## src/rtl/mem_arbiter_if.sv

```systemverilog
// Bundles the instruction port, data port and downstream (L2) port of the memory arbiter.
// The slave modport is the arbiter's view; master is the surrounding system.
interface mem_arbiter_if #(
  parameter int WIDTH = 16
);
  logic [WIDTH-1:0] imem_address;
  logic [WIDTH-1:0] imem_wdata;
  logic             imem_read;
  logic             imem_write;
  logic [1:0]       imem_byte_enable;
  logic [WIDTH-1:0] imem_rdata;
  logic             imem_resp;

  logic [WIDTH-1:0] mem_address;
  logic [WIDTH-1:0] mem_wdata;
  logic             mem_read;
  logic             mem_write;
  logic [1:0]       mem_byte_enable;
  logic [WIDTH-1:0] mem_rdata;
  logic             mem_resp;

  logic [WIDTH-1:0] pmem_address;
  logic [WIDTH-1:0] pmem_wdata;
  logic             pmem_read;
  logic             pmem_write;
  logic [1:0]       pmem_byte_enable;
  logic [WIDTH-1:0] pmem_rdata;
  logic             pmem_resp;

  modport slave (
    input  imem_address, imem_wdata, imem_read, imem_write, imem_byte_enable,
    output imem_rdata, imem_resp,
    input  mem_address, mem_wdata, mem_read, mem_write, mem_byte_enable,
    output mem_rdata, mem_resp,
    output pmem_address, pmem_wdata, pmem_read, pmem_write, pmem_byte_enable,
    input  pmem_rdata, pmem_resp
  );

  modport master (
    output imem_address, imem_wdata, imem_read, imem_write, imem_byte_enable,
    input  imem_rdata, imem_resp,
    output mem_address, mem_wdata, mem_read, mem_write, mem_byte_enable,
    input  mem_rdata, mem_resp,
    input  pmem_address, pmem_wdata, pmem_read, pmem_write, pmem_byte_enable,
    output pmem_rdata, pmem_resp
  );
endinterface

```

## src/rtl/mem_arbiter.sv

```systemverilog
// Two-port (instruction/data) to single downstream memory arbiter with round-robin
// tie-breaking and a one-cycle recovery gap after every completed transaction.
module mem_arbiter #(
  parameter int WIDTH = 16
) (
  input logic          clk,
  input logic          rst,
  mem_arbiter_if.slave bus
);

  typedef enum logic [1:0] {
    IDLE    = 2'd0,
    GRANT_I = 2'd1,
    GRANT_D = 2'd2,
    RECOVER = 2'd3
  } state_t;

  state_t state_q, state_d;
  logic   last_grant_d_q;  // 1: data port was granted most recently
  logic   i_pend, d_pend;

  assign i_pend = bus.imem_read | bus.imem_write;
  assign d_pend = bus.mem_read  | bus.mem_write;

  always_ff @(posedge clk) begin
    if (rst) begin
      state_q        <= IDLE;
      last_grant_d_q <= 1'b1;
    end else begin
      state_q <= state_d;
      if (state_q == IDLE && state_d == GRANT_I) last_grant_d_q <= 1'b0;
      if (state_q == IDLE && state_d == GRANT_D) last_grant_d_q <= 1'b1;
    end
  end

  always_comb begin
    state_d              = state_q;
    bus.pmem_address     = {WIDTH{1'b0}};
    bus.pmem_wdata       = {WIDTH{1'b0}};
    bus.pmem_byte_enable = 2'b00;
    bus.pmem_read        = 1'b0;
    bus.pmem_write       = 1'b0;
    bus.imem_rdata       = {WIDTH{1'b0}};
    bus.imem_resp        = 1'b0;
    bus.mem_rdata        = {WIDTH{1'b0}};
    bus.mem_resp         = 1'b0;

    unique case (state_q)
      IDLE: begin
        if (i_pend && d_pend) state_d = last_grant_d_q ? GRANT_I : GRANT_D;
        else if (i_pend)      state_d = GRANT_I;
        else if (d_pend)      state_d = GRANT_D;
      end
      GRANT_I: begin
        // A write strobe suppresses a simultaneous read.
        bus.pmem_address     = bus.imem_address;
        bus.pmem_wdata       = bus.imem_wdata;
        bus.pmem_byte_enable = bus.imem_byte_enable;
        bus.pmem_write       = bus.imem_write;
        bus.pmem_read        = bus.imem_read & ~bus.imem_write;
        bus.imem_rdata       = bus.pmem_rdata;
        bus.imem_resp        = bus.pmem_resp;
        if (bus.pmem_resp) state_d = RECOVER;
      end
      GRANT_D: begin
        bus.pmem_address     = bus.mem_address;
        bus.pmem_wdata       = bus.mem_wdata;
        bus.pmem_byte_enable = bus.mem_byte_enable;
        bus.pmem_write       = bus.mem_write;
        bus.pmem_read        = bus.mem_read & ~bus.mem_write;
        bus.mem_rdata        = bus.pmem_rdata;
        bus.mem_resp         = bus.pmem_resp;
        if (bus.pmem_resp) state_d = RECOVER;
      end
      RECOVER: state_d = IDLE;
      default: state_d = IDLE;
    endcase
  end

endmodule

```

## src/flat_wrapper.sv

```systemverilog
// flat-port wrapper written by rule: the top's interface ports become plain ports
module mem_arbiter_flat 
#(
  parameter int WIDTH = 16
)
  (clk, rst, bus_imem_address, bus_imem_wdata, bus_imem_read, bus_imem_write, bus_imem_byte_enable, bus_imem_rdata, bus_imem_resp, bus_mem_address, bus_mem_wdata, bus_mem_read, bus_mem_write, bus_mem_byte_enable, bus_mem_rdata, bus_mem_resp, bus_pmem_address, bus_pmem_wdata, bus_pmem_read, bus_pmem_write, bus_pmem_byte_enable, bus_pmem_rdata, bus_pmem_resp);
  mem_arbiter_if #(.WIDTH(WIDTH)) bus_i ();
  input logic clk;
  input logic rst;
  input wire logic [$bits(bus_i.imem_address)-1:0] bus_imem_address;
  input wire logic [$bits(bus_i.imem_wdata)-1:0] bus_imem_wdata;
  input wire logic [$bits(bus_i.imem_read)-1:0] bus_imem_read;
  input wire logic [$bits(bus_i.imem_write)-1:0] bus_imem_write;
  input wire logic [$bits(bus_i.imem_byte_enable)-1:0] bus_imem_byte_enable;
  output wire logic [$bits(bus_i.imem_rdata)-1:0] bus_imem_rdata;
  output wire logic [$bits(bus_i.imem_resp)-1:0] bus_imem_resp;
  input wire logic [$bits(bus_i.mem_address)-1:0] bus_mem_address;
  input wire logic [$bits(bus_i.mem_wdata)-1:0] bus_mem_wdata;
  input wire logic [$bits(bus_i.mem_read)-1:0] bus_mem_read;
  input wire logic [$bits(bus_i.mem_write)-1:0] bus_mem_write;
  input wire logic [$bits(bus_i.mem_byte_enable)-1:0] bus_mem_byte_enable;
  output wire logic [$bits(bus_i.mem_rdata)-1:0] bus_mem_rdata;
  output wire logic [$bits(bus_i.mem_resp)-1:0] bus_mem_resp;
  output wire logic [$bits(bus_i.pmem_address)-1:0] bus_pmem_address;
  output wire logic [$bits(bus_i.pmem_wdata)-1:0] bus_pmem_wdata;
  output wire logic [$bits(bus_i.pmem_read)-1:0] bus_pmem_read;
  output wire logic [$bits(bus_i.pmem_write)-1:0] bus_pmem_write;
  output wire logic [$bits(bus_i.pmem_byte_enable)-1:0] bus_pmem_byte_enable;
  input wire logic [$bits(bus_i.pmem_rdata)-1:0] bus_pmem_rdata;
  input wire logic [$bits(bus_i.pmem_resp)-1:0] bus_pmem_resp;
  assign bus_i.imem_address = bus_imem_address;
  assign bus_i.imem_wdata = bus_imem_wdata;
  assign bus_i.imem_read = bus_imem_read;
  assign bus_i.imem_write = bus_imem_write;
  assign bus_i.imem_byte_enable = bus_imem_byte_enable;
  assign bus_imem_rdata = bus_i.imem_rdata;
  assign bus_imem_resp = bus_i.imem_resp;
  assign bus_i.mem_address = bus_mem_address;
  assign bus_i.mem_wdata = bus_mem_wdata;
  assign bus_i.mem_read = bus_mem_read;
  assign bus_i.mem_write = bus_mem_write;
  assign bus_i.mem_byte_enable = bus_mem_byte_enable;
  assign bus_mem_rdata = bus_i.mem_rdata;
  assign bus_mem_resp = bus_i.mem_resp;
  assign bus_pmem_address = bus_i.pmem_address;
  assign bus_pmem_wdata = bus_i.pmem_wdata;
  assign bus_pmem_read = bus_i.pmem_read;
  assign bus_pmem_write = bus_i.pmem_write;
  assign bus_pmem_byte_enable = bus_i.pmem_byte_enable;
  assign bus_i.pmem_rdata = bus_pmem_rdata;
  assign bus_i.pmem_resp = bus_pmem_resp;
  mem_arbiter #(.WIDTH(WIDTH)) u_core (.clk(clk), .rst(rst), .bus(bus_i));
endmodule
```

## config.mk

```make
export PLATFORM = sky130hd
export DESIGN_NAME = mem_arbiter_flat
export DESIGN_NICKNAME = d
export VERILOG_FILES = /design/src/rtl/mem_arbiter_if.sv /design/src/rtl/mem_arbiter.sv /design/src/flat_wrapper.sv
export SDC_FILE = /design/constraint.sdc
export NUM_CORES = 1
export LEC_CHECK = 0
export CAP_MARGIN = 20
export CORE_MARGIN = 5
export CORE_UTILIZATION = 25
export DETAILED_ROUTE_END_ITERATION = 8
export GPL_TIMING_DRIVEN = 0
export PLACE_DENSITY = 0.88
export SLEW_MARGIN = 10
export SYNTH_ARGS = -nofsm -noshare
export SYNTH_HDL_FRONTEND = slang
export SYNTH_SLANG_ARGS = --single-unit
```

## constraint.sdc

```tcl
create_clock -name clk -period 2.8 [get_ports clk]
set_clock_uncertainty 0.1 [all_clocks]
set_input_delay 0.56 -clock clk [delete_from_list [all_inputs] [get_ports clk]]
set_output_delay 0.56 -clock clk [all_outputs]
set_load 0.05 [all_outputs]
```

---- Yosys cells after proc, flatten, opt, wreduce, memory -nomap -nowiden ----
Cells that the tools add are included.
cells by class
  equal/unequal tests ..................... 5
  multiplexer cells ....................... 15
  bitwise logic cells ..................... 6
  reductions and logical operators ........ 6
operators with widths
  cell                                                              number
  16-bit one-hot mux with 2 select lines                            2
  16-bit two-way mux                                                2
  2-bit two-way mux                                                 5
  2-bit == test (second input constant)                             3
  2-bit one-hot mux with 3 select lines                             1
  2-bit by 1-bit == test with 1-bit output (second input constant)  2
  1-bit one-hot mux with 2 select lines                             2
  2-bit one-hot mux with 2 select lines                             1
  2-bit OR reduction                                                2
  1-bit logical AND                                                 3
  1-bit bitwise AND                                                 2
  2-bit zero test                                                   1
  1-bit two-way mux                                                 2
  1-bit inverter                                                    2
  1-bit bitwise OR                                                  2
storage, ports and cells
  flip-flop bits (word level) ............. 3
  word-level logic and storage cells ...... 34

---- Depth between registers and ports, before layout ----
  depth in word-level cells ............... 8
  depth in mapped cells ................... 7
  depth with buffers taken out ............ 5

---- Least setup slack after synthesis ----
OpenSTA, ideal clock, no wires.
  kind .................................... register to output
  start point ............................. reg u_core.state_q[1]
  end point ............................... out bus_pmem_address[11]
  data arrival time ....................... 1771 ps
  required time ........................... 2140 ps
  slack ................................... 369 ps
  stages on the path, launching flop included .. 6
  cells stage by stage .................... dfxtp_1 -> inv_1 -> ha_1 -> buf_4 -> clkbuf_1 -> nor2b_1
on the way
  word-level cells in the longest chain between the ends .. 2
  elaborated cells on any way between the ends .. 3
ends and longest elaborated chain
  what                                                                       RTL line            source
  start: declaration                                                         mem_arbiter.sv:18   state_t state_q, state_d;
  start signal: assignment                                                   mem_arbiter.sv:30   state_q <= state_d;
  2-bit == test or 2-bit by 1-bit == test with 1-bit output (tied branches)  mem_arbiter.sv:48   unique case (state_q)
  16-bit one-hot mux with 2 select lines *                                   mem_arbiter.sv:48
  end: declaration                                                           flat_wrapper.sv:24  output wire logic [$bits(bus_i.pmem_address)-1:0] bus_pmem_address;
Mark *: on every way between the ends. The rest lies on a longest branch, timed or not.

---- Worst setup path after layout ----
  start point ............................. reg u_core.state_q[1]
  end point ............................... out bus_pmem_address[4]
The elaborated chain is that of the path after synthesis.

==> impl_metrics.json <==
{
  "syn_area_mm2": 0.00104,
  "antenna_found_initial": 0,
  "placed_area_mm2": 0.00270,
  "numCtsBuffers": 3,
  "die-height_um": 74.4,
  "die_area_mm2": 0.00554,
  "dp_cells": 360,
  "end_kind": "output port",
  "die_x_um": 74.4,
  "cp.arrival_ns": 2.04,
  "core_mm2": 0.00400,
  "boundaryPins": 161,
  "ys_warn_count": 0,
  "synth-edff-count": 0,
  "grt_max_degree": 11,
  "setup_slack_ns": 0.101,
  "grt_pass1_vias": 1682,
  "grt_pass1_wl_um": 8740,
  "max_clock_freq_mhz": 371,
  "diodes": 0,
  "drt_iter0_markers": 36,
  "clk_pin_slew_worst_paths_ns": 0.03,
  "root_buffer": "clkbuf_8",
  "io_buffers": 160,
  "timing.final.max_slew_violations": 0,
  "synth_commonest_cells": "35 x a22oi_1, 35 x and2_1, 35 x nor2b_1, 5 x buf_2, 5 x buf_4",
  "fin_area_mm2": 0.00268,
  "syn_inst": 150,
  "max_slew_margin_pct": 63.6,
  "clk-insertion-delay-late_ns": 0.21,
  "hold_buffers": 0,
  "worstSetupPathType": "flip-flop to output port",
  "drv_cap": 0,
  "post-route-drc-count": 0,
  "min_path_type": "flip-flop to flip-flop",
  "async_flop_share_pct": 0,
  "clkSinkCount": 3,
  "areaGrowthSynthToFinish_pct": 159,
  "drt-total-wl_um": 6130,
  "initial_utilization_pct": 25.9,
  "syn_nets": 244,
  "instances_no_fill": 364,
  "hold_viol_final": 0,
  "leakagePower_nw": 1.32,
  "yosys-top-cells-area": "a22oi_1 25%, and2_1 21%, nor2b_1 21%",
  "tightest_slew_ns": 0.545,
  "grt_overflow": 0,
  "tns_ns": 0,
  "critPathRequiredTime_ns": 2.14,
  "postRouteAntennaNets": 0,
  "rsz0062_at_grt": "false",
  "power_density_mw_per_mm2": 1110,
  "yosys.area.top_type_share_pct": 25.3,
  "synth_ff_type": "dfxtp_1",
  "clk_path_buf_depth": 2,
  "finalCritPeriodShare_pct": 96.4,
  "fin_crit_ns": 2.70,
  "utilization_pct": 67.1,
  "setup_violations": 0,
  "irDropWorstVdd_v": 0.000828,
  "synth_area_per_cell_um2": 6.91,
  "ys_seq_area_share_pct": 5.79,
  "htreeDepth": 1,
  "fin_nets": 409,
  "rows": 23,
  "yosysTopAreaCell": "a22oi_1",
  "place_congestion": 0.847,
  "start_kind": "flip-flop",
  "status": "finished clean",
  "cts_tree": "yes",
  "detailed_place_hpwl_um": 5170,
  "wl_per_cell_um": 16.8,
  "ys_types": 23,
  "path_max_fanout": 10,
  "first_pass_iters": 4,
  "yosys_register_bits": 3,
  "viasPerCell": 4.70,
  "grtUsageTotal_pct": 20.6,
  "vias": 1712,
  "drive_gt1_share_pct": 12.4,
  "place_ws_ns": -0.111
}
[layer usage]
layer  wire (µm)  global-route usage, %
met1        2210                   22.8
met2        3200                   39.4
met3         666                   5.14
met4          53                   3.95
met5           0                      0
[kinds of logic after synthesis]
family / share of synthesized area [%]
AOI/OAI and AO/OA: 32.2
buffers and inverters: 10.4
DFF: 5.79
adders and majority gates: 4.70
and+or+nand+nor: 46.9
[state kept, by name, indices dropped and copies added (netlist names)]
signal / cells
u_core.last_grant_d_q: 1
u_core.state_q: 2
[where the power goes]
part / leakage (nW) / internal, mW / switching [mW] / total, mW
registers: 0.0250 / 0.0652 / 0.0231 / 0.0883
logic: 1.27 / 0.945 / 1.83 / 2.77
clock network: 0.0228 / 0.0969 / 0.0266 / 0.124
total: 1.32 / 1.11 / 1.88 / 2.99
[critical path: stages (launching register included)]
cell and delay, ns:
dfxtp_1 0.37, inv_1 0.10, ha_1 0.29, buf_4 0.16, buf_2 0.20, nor2b_1 0.15, dlygate4sd2_1 0.54
[cells in the final DEF (no fill, tap or decap), types with 4 or more instances in the layout]
cell type,count
nor2_1,4
nor2b_1,35
clkdlybuf4s50_1,90
clkbuf_1,4
buf_4,5
dlymetal6s2s_1,9
a22oi_1,35
clkdlybuf4s15_2,8
clkbuf_2,11
buf_2,5
dlygate4sd2_1,38
clkdlybuf4s15_1,5
and2_1,35
[metrics by stage]
step                total power [mW]  hold slack [ns]
detailed placement              3.06            0.513
finish                          2.99            0.514
global route                    3.15            0.575
global placement                3.03            0.485
floorplan                       2.10            0.461
CTS                             3.02            0.518
[path summary, 6_finish.rpt]
| kind | to | startpoint | depth (start not counted) | slack (ns) |
|---|---|---|---|---|
| setup / recovery | bus_pmem_address[4] | u_core.state_q[1]$_SDFF_PP0_ | 6 | 0.10 |
| hold / removal | u_core.last_grant_d_q$_SDFFE_PP1P_ | u_core.last_grant_d_q$_SDFFE_PP1P_ | 2 | 0.51 |
| setup reg to reg | u_core.state_q[1]$_SDFF_PP0_ | u_core.state_q[1]$_SDFF_PP0_ | 6 | 1.31 |
| hold reg to reg | u_core.last_grant_d_q$_SDFFE_PP1P_ | u_core.last_grant_d_q$_SDFFE_PP1P_ | 2 | 0.51 |
[timing repair]
action,in CTS,in global routing
gates resized for setup,79,34
endpoints found under the setup margin,61,30
buffers inserted,0,0
[final cells by class]
type | instances | area (µm²)
plain buffers | 16 | 101
clock buffers | 4 | 45.0
fillers | 374 | 1320
inverters | 2 | 7.51
multi-input cells | 129 | 870
flip-flops and latches | 3 | 60.1
well taps | 50 | 62.6
repair buffers | 160 | 1540
No activity file was read; power rests on OpenSTA's default activity.
==> RTL edit (config.mk and constraints unchanged) <==
Make the reset (`rst`) asynchronous in one clocked block.
--- a/src/rtl/mem_arbiter.sv
+++ b/src/rtl/mem_arbiter.sv
@@ -22,7 +22,7 @@
   assign i_pend = bus.imem_read | bus.imem_write;
   assign d_pend = bus.mem_read  | bus.mem_write;
 
-  always_ff @(posedge clk) begin
+  always_ff @(posedge clk or posedge rst) begin
     if (rst) begin
       state_q        <= IDLE;
       last_grant_d_q <= 1'b1;
Behaviour: differs if rst is asserted again (counterexample within 4 cycles, from zero or initial values and one cycle with rst high); with rst held inactive, the same outputs for 10 cycles.
==> RTL edit against the unedited design <==
- sequential cell count unchanged
- combinational power up 6%
- wire length decreased by 1.5%
- synthesized area decreased by 1.4%
- design area decreased by 4.9%
- power is 6.4% higher
- worst setup slack got worse by 0.0075 ns
- critical path depth unchanged
==> RTL edit: results (changes against the unedited design) <==
- The H-tree depth was 1 (unchanged).
- Post-detailed-route via-to-cell ratio: 4.793 (was 4.703)
- Port buffer count: 160 (unchanged)
* Routability cong.: 0.7856 (was 0.8469)
- The all-layer global routing usage was 0.1967 (was 0.2057).
- Cell at the root of the clock tree: clkbuf_8 (unchanged)
* Latest clock arrival within the worst-skew pair: 0.21 ns (about the same)
* Longest individual stage delay on the worst path: 0.51 ns (was 0.54 ns)
- First-pass GRT wire length: 8452 um (was 8735 um)
* Most common library cells after synthesis: 35 x a22oi_1, 35 x and2_1, 35 x nor2b_1, 10 x buf_2 (was 35 x a22oi_1, 35 x and2_1, 35 x nor2b_1, 5 x buf_2, 5 x buf_4)
- Share of layout cells above drive strength 1: 0.1442 (was 0.1242)
- IR drop worst, VDD: 0.6853 mV (was 0.8281 mV)
- Number of fill cells: 386 (was 374)
- Outcome: finished, final reports clean (unchanged)
- Setup slack, reg-to-reg: between 1 and 1.5 ns
* Maximum root-to-sink buffer count: 2 (unchanged)
- The actual transition at the worst max-transition pin is 0.5316 ns (was 0.5447 ns).
- Critical-path top delay cell: clkdlybuf4s15_1 (was dlygate4sd2_1)
- DR WL/cell: 16.67 um (was 16.84 um)
- Layout Nets: 407 (was 409)
- Portion of the post-synthesis area used by sequential elements: 0.07466 (was 0.05790)
- Antenna cells: 0 (unchanged)
- Distinct cell type count of the synthesized netlist: 21 (was 23)
- Largest net degree at the start of global routing: 11 (unchanged)
- The half-perimeter wire length after detailed placement was 5163 um (was 5170 um).
- For the worst setup path, the data arrival time is between 2 and 2.5 ns.
* Cells taking the most area after synthesis: a22oi_1 26%, and2_1 21%, nor2b_1 21% (was a22oi_1 25%, and2_1 21%, nor2b_1 21%)
- The share of synthesized flip-flops with an asynchronous set or reset is 1.000 (was 0).
- Leading register cell type out of synthesis: dfrtp_1 (was dfxtp_1)
- The post-CTS setup-driven buffer insertion count came to 0 (unchanged).
* Biggest regs: u_core.state_q (2), u_core.last_grant_d_q (1) (unchanged)
* Number of CTS-inserted buffers: 3 (unchanged)
* Via count of the first global-routing pass: 1640 (was 1682)
* Worst R2R Path Depth: 4 (was 6)
- Minimum setup slack after placement: -0.08253 ns (was -0.1114 ns)
- The path class of the lowest-slack min-delay path is in -> async (was reg -> reg).
- Clock slew at reported path FFs: 0.03 ns (about the same)
* Synthesized netlist net count: 242 (was 244)
- Reg-to-reg endpoint: u_core.state_q[1]$_DFF_PP0_ (was u_core.state_q[1]$_SDFF_PP0_)
- The number of antenna violations at the first check in global routing was 0 (unchanged).
* R2r startpoint: u_core.state_q[0]$_DFF_PP0_ (was u_core.state_q[1]$_SDFF_PP0_)
* Drt first pass iters: 4 (unchanged)
* Highest fanout seen on the critical path: 10 (unchanged)
- The leakage power of the design came to 1.205 nW (was 1.319 nW).
- DRC violation total after the first TritonRoute iteration: 65 (was 36)
- Synthesis Warnings: 0 (unchanged)
[RTL edit: cell types whose count changed after synthesis, moves of 2 or more]
| cell | change |
|---|---|
| nor2_1 | -2 |
| dfxtp_1 | -3 |
| dfrtp_1 | +2 |
| o21a_1 | -3 |
| inv_1 | +3 |
| buf_6 | -2 |
| buf_2 | +5 |
| o221a_1 | +2 |
[RTL edit: where the power goes]
part,internal [mW],switching (mW),total (mW)
logic,0.900,2.05,2.95
clock network,0.0970,0.0275,0.124
registers,0.0736,0.0249,0.0986
total,1.07,2.10,3.18
[RTL edit: stage by stage]
stage	power (mW)	cells	instance area (um2)	setup TNS, ns	hold slack [ns]
2_1_floorplan	2.286	148	1022	0	0.2129
3_3_place_gp	3.326	358	2686	-0.08284	0.4162
3_5_place_dp	3.368	358	2686	-0.2411	0.4223
4_1_cts	3.236	362	2644	0	0.4103
5_1_grt	3.358	362	2551	0	0.4195
6_report	3.175	362	2551	0	0.4102
[RTL edit: timing repair]
action	in CTS	in global routing
pin swaps	0	0
gates cloned	0	0
resized for setup	70	56
setup endpoints to repair	70	30
[RTL edit: how the worst max path moves through the flow]
stage	start	end	slack [ns]	cells past startpoint
after floorplan	u_core.state_q[0]$_DFF_PP0_	bus_pmem_address[10]	0.40	5
after global placement	bus_imem_read	bus_pmem_read	-0.08	5
after detailed placement	bus_imem_read	bus_pmem_read	-0.08	5
after CTS	u_core.state_q[0]$_DFF_PP0_	bus_pmem_wdata[14]	0.02	5
after global routing	u_core.state_q[0]$_DFF_PP0_	bus_pmem_address[1]	0.00003	6
final	u_core.state_q[0]$_DFF_PP0_	bus_pmem_address[1]	0.09	6
[RTL edit: logic make-up (layout without fill, tap and decap cells)]
group,after synthesis,count (layout),share of synthesized area
buffers and inverters,21,185,0.1040
DFF,3,3,0.07467
and+or+nand+nor,77,77,0.4566
AOI/OAI and AO/OA,44,44,0.3280
adders and majority gates,3,3,0.03672
[RTL edit: worst max-delay path, delay by kind of cell, from the launching register on]
family,cells,cell delay (ns)
adders and majority gates,1,0.29
buffers and inverters,4,1.01
DFF,1,0.39
and+or+nand+nor,1,0.14
[RTL edit: area by class of cell]
class,count,share of cell area
repair buffers,160,0.5571
multi-input cells,124,0.3291
plain buffers,17,0.03580
flip-flops and latches,3,0.02992
well taps,50,0.02452
clock buffers,4,0.01766
inverters,4,0.005885
[RTL edit: per-layer routing]
metal | GRT usage | share of wire | vias up
met5 | 0 | 0 | -
met4 | 0.04427 | 0.013 | 0
met3 | 0.02973 | 0.097 | 8
met2 | 0.3839 | 0.53 | 82
met1 | 0.2212 | 0.36 | 797
li1 | - | - | 848
